### src/rtl/counter_unit.sv
// Free-running modulo counter with registered terminal-count pulse and a
// square wave that toggles on every wrap. All outputs come straight from flops.
module counter_unit #(
    parameter int unsigned     BW      = 8,
    parameter longint unsigned MOD_VAL = 64'd1 << BW,
    parameter int unsigned     DOWN    = 0
) (
    input  logic          clk_i,
    input  logic          rst_i,
    output logic [BW-1:0] counter_val_o,
    output logic          tc_o,
    output logic          sq_o
);

    if (BW < 1 || BW > 32) begin : g_bad_bw
        $error("counter_unit: BW=%0d outside 1..32", BW);
    end
    if (MOD_VAL < 2 || MOD_VAL > (64'd1 << BW)) begin : g_bad_mod
        $error("counter_unit: MOD_VAL=%0d outside 2..2**BW", MOD_VAL);
    end
    if (DOWN > 1) begin : g_bad_dir
        $error("counter_unit: DOWN=%0d must be 0 or 1", DOWN);
    end

    localparam logic [BW-1:0] LAST_VAL = BW'(MOD_VAL - 64'd1);
    localparam logic [BW-1:0] RST_VAL  = (DOWN != 0) ? LAST_VAL : '0;
    // The terminal value is also the value the counter wraps away from.
    localparam logic [BW-1:0] TERM_VAL = (DOWN != 0) ? '0 : LAST_VAL;
    localparam logic          RST_TC   = (RST_VAL == TERM_VAL);

    logic [BW-1:0] cnt_q, cnt_d;
    logic          tc_q, tc_d;
    logic          sq_q, sq_d;
    logic          wrap;

    always_comb begin
        wrap  = (cnt_q == TERM_VAL);
        cnt_d = cnt_q;
        if (wrap) begin
            cnt_d = RST_VAL;
        end else if (DOWN != 0) begin
            cnt_d = cnt_q - BW'(1);
        end else begin
            cnt_d = cnt_q + BW'(1);
        end
        tc_d = (cnt_d == TERM_VAL);
        sq_d = sq_q ^ wrap;
    end

    always_ff @(posedge clk_i or negedge rst_i) begin
        if (!rst_i) begin
            cnt_q <= RST_VAL;
            tc_q  <= RST_TC;
            sq_q  <= 1'b0;
        end else begin
            cnt_q <= cnt_d;
            tc_q  <= tc_d;
            sq_q  <= sq_d;
        end
    end

    assign counter_val_o = cnt_q;
    assign tc_o          = tc_q;
    assign sq_o          = sq_q;

endmodule

### config.mk
export PLATFORM = sky130hd
export DESIGN_NAME = counter_unit
export DESIGN_NICKNAME = d
export VERILOG_FILES = /design/src/rtl/counter_unit.sv
export SDC_FILE = /design/constraint.sdc
export NUM_CORES = 1
export LEC_CHECK = 0
export ABC_AREA = 1
export CORE_MARGIN = 2
export CORE_UTILIZATION = 40
export CTS_CLUSTER_SIZE = 12
export DETAILED_ROUTE_END_ITERATION = 12
export HOLD_SLACK_MARGIN = 0.03
export PLACE_DENSITY = 0.66
export SLEW_MARGIN = 20
export SYNTH_ARGS = -nofsm -noshare
export SYNTH_HDL_FRONTEND = slang
export SYNTH_SLANG_ARGS = --single-unit
### constraint.sdc
create_clock -name clk_i -period 1.6 [get_ports clk_i]
set_input_delay 0.32 -clock clk_i [delete_from_list [all_inputs] [get_ports clk_i]]
set_output_delay 0.32 -clock clk_i [all_outputs]
set_load 0.01 [all_outputs]
==> results.md <==
- Outcome: complete, no violations
- Clock latency on the worst-skew pair: 0.27 ns
- Die height: just over 40 um
- Crit path launch: counter_val_o[1]
- Fin crit period: 1.57 ns
- Inserted Diodes: 0
- Tot Pwr: between 0.4 and 0.5 mW
- Area of the core: 1280 um^2
- Initial DRT Pass Iterations: 4
- # IOs: 12
- Sequential-to-total area share from yosys stat: 0.462
- Final Skew: just over 0.009 ns
- Net switching power: between 0.09 and 0.1 mW
- Worst EP arrival: ~1.3 ns
- M2 GR Usage: 0.254
- Setup TNS: 0 ns
- Critical path buffers and inverters: 1
- Clk pwr share: 0.466
- Total GRT Usage: 0.170
- RR Endpoint: tc_o
- Fmax: 636 MHz
- Combinational power share: 0.014
- Starting Density: 0.422
- # setup viols final: 0
- Fin. Hold Viols: 0
- Slew Viols, Final: 0
- Synth area leader: dfrtp_1
- GRT met1 Usage: 0.220
- Largest net degree at the start of global routing: 11
- Synthesized netlist cell count: 66
- Min-delay worst type: in2async
- RSZ-0062 raised after global routing: false
- Global-route wire length before repair: between 1500 and 2000 um
- TritonCTS Buffers: 3
- Pwr dens: ~660 nW/um^2
- Die width: 40.8 um
- DP Worst Slack: 0.252 ns
- Final core occ: 0.576
- Rows: 13
- Crit share post-route: 0.983
- Ranking of synthesized cells by area: dfrtp_1 46%, inv_1 10%, nand2_1 9.0%, nor2_2 5.8%, nand3_2 5.5%
- Setup WS post-layout: around 0.027 ns
- HPWL after DPL: 747 um
- Max-cap violations: 0
- Slew headroom: 0.704
- Share of cells above drive strength 1: 0.271
- Seq pwr share: 0.520
- Max clock buf depth: 2
- Seq cells post-synth: 10
- Initial antenna violation count: 0
- H-tree levels: 1
- Congestion Overflow GR: 0
- CP delay by family, top: buffers and inverters
- Die ar.: between 1500 and 2000 um^2
- Reg-to-reg slack, setup: approximately 0.16 ns
- Worst Setup EP: counter_val_o[1]
- Critical Path End Type: output port
- Peak VDD IR: approximately 0.38 mV
- # nets final: 90
- Initial DRC Count: 12
- Int Power: around 0.39 mW
- Routed WL per cell: ~11 um
- Met3 usage in global routing: 0.0489
- Hold buffers post-CTS: 0
- Area Growth Syn to Fin: 36.7%
- CP max FO: 5
- Vias: around 470
- Critical Path RT: roughly 1.3 ns
- Synth top area share: 0.462
- Clock Sink Count: 10
- # DRC: 0
- CTS root buf: clkbuf_4
- Yosys cell types: 15
- Levels on crit path: 1
- CP Launch Type: flip-flop
- Worst-path cell chain: clkdlybuf4s50_1
- Syn avg cell area: a little over 8 um^2
- Final Wtd Congestion: between 0.7 and 0.8
- Leak: 0.402 nW
- Reg2reg path depth: 9
- Number of synthesis warnings: 0
- IO buf count: 11
- Cell Area, Synth: 542 um^2
- Gr busiest metal: met2
- Net count after synthesis: 70
- TritonCTS clock tree: built
- Worst r2r src: counter_val_o[0]
- Vias in the first global route: 428
- Switching share of total power: 0.191
- Slowest stage delay, CP: between 0.5 and 0.6 ns
- Routed Antenna Nets: 0
- Slew @ Worst Pin: between 0.4 and 0.5 ns
- Filler instances: 120
- Slowest CP cell: clkdlybuf4s50_1
- Vias per cell: approximately 4.7
- Routed WL: approximately 1100 um
- WS Path Type: reg2out
- Clock-pin transition on the worst setup and hold timing paths: approximately 0.070 ns
placed cells by master (no fill, tap or decap), types with 2 or more instances in the layout:
cell             instances
nor2_1                   5
nand2_2                  2
dfrtp_1                  7
nand3_2                  3
nand4_1                  2
inv_1                   15
nor2_2                   5
ha_1                     2
buf_4                    4
clkbuf_4                 3
nand2_1                 13
nand3_1                  4
clkdlybuf4s50_1         11
dfrtp_2                  3
metrics by stage:
stage                     instance area, um^2  instances  hold slack [ns]
after floorplan                           542         66           0.0244
after global placement                    671         92            0.462
after detailed placement                  671         92            0.472
after CTS                                 724         98            0.376
after global routing                      741        100            0.417
final                                     741        100            0.358
power by group through the flow:
stage          registers, mW   logic (mW)  clock network [mW]
6_report               0.253      0.00678               0.226
5_1_grt                0.252      0.00829               0.235
4_1_cts                0.253      0.00723               0.229
3_5_place_dp           0.258      0.00724                   0
3_3_place_gp           0.258      0.00732                   0
2_1_floorplan          0.258  0.000000200                   0
synthesized netlist by cell type:
master	number
inv_1	15
nand2_1	13
dfrtp_1	10
nor2_1	5
nor2_2	5
nand3_1	4
nand3_2	3
ha_1	2
nand2_2	2
nand4_1	2
inv_2	1
nand2_4	1
o21ai_1	1
o21bai_1	1
xnor2_1	1
cell families (layout without fill, tap and decap cells):
group | Yosys count | in the layout | synth area share
AOI/OAI and AO/OA | 2 | 2 | 0.0231
DFF | 10 | 10 | 0.462
and+or+nand+nor | 35 | 35 | 0.342
xor gates and xnor gates | 1 | 1 | 0.0162
adders and majority gates | 2 | 2 | 0.0462
buffers and inverters | 16 | 35 | 0.111
state kept, by name (all words and copies together), names as in the netlist:
signal         flops
counter_val_o      8
sq_o               1
tc_o               1
layout make-up:
type / instances / area (um^2) / area share
Inverter: 16 / 60.1 / 0.0811
Clock buffer: 4 / 36.3 / 0.0490
Multi-Input combinational cell: 40 / 231 / 0.313
Sequential cell: 10 / 254 / 0.343
Tap cell: 15 / 18.8 / 0.0253
Timing Repair Buffer: 15 / 140 / 0.189
repair_timing:
| item | in CTS | in global routing |
|---|---|---|
| resized for setup | 2 | 1 |
| endpoints found under the setup margin | 4 | 3 |
| buffers inserted | 2 | 2 |
worst min path at each step:
stage	startpoint	cells after the start	slack (ns)	end
final	rst_i	1	0.36	counter_val_o[4]
after global routing	rst_i	1	0.42	counter_val_o[1]
after CTS	rst_i	1	0.38	counter_val_o[0]
after detailed placement	sq_o	1	0.47	sq_o
after global placement	sq_o	1	0.46	sq_o
after floorplan	rst_i	0	0.02	counter_val_o[0]
per-layer routing:
layer	share of wire	up-vias
met5	0	-
met4	0.017	0
met3	0.056	4
met2	0.49	18
met1	0.44	216
li1	-	234
Power figures use the tool's default switching activity.
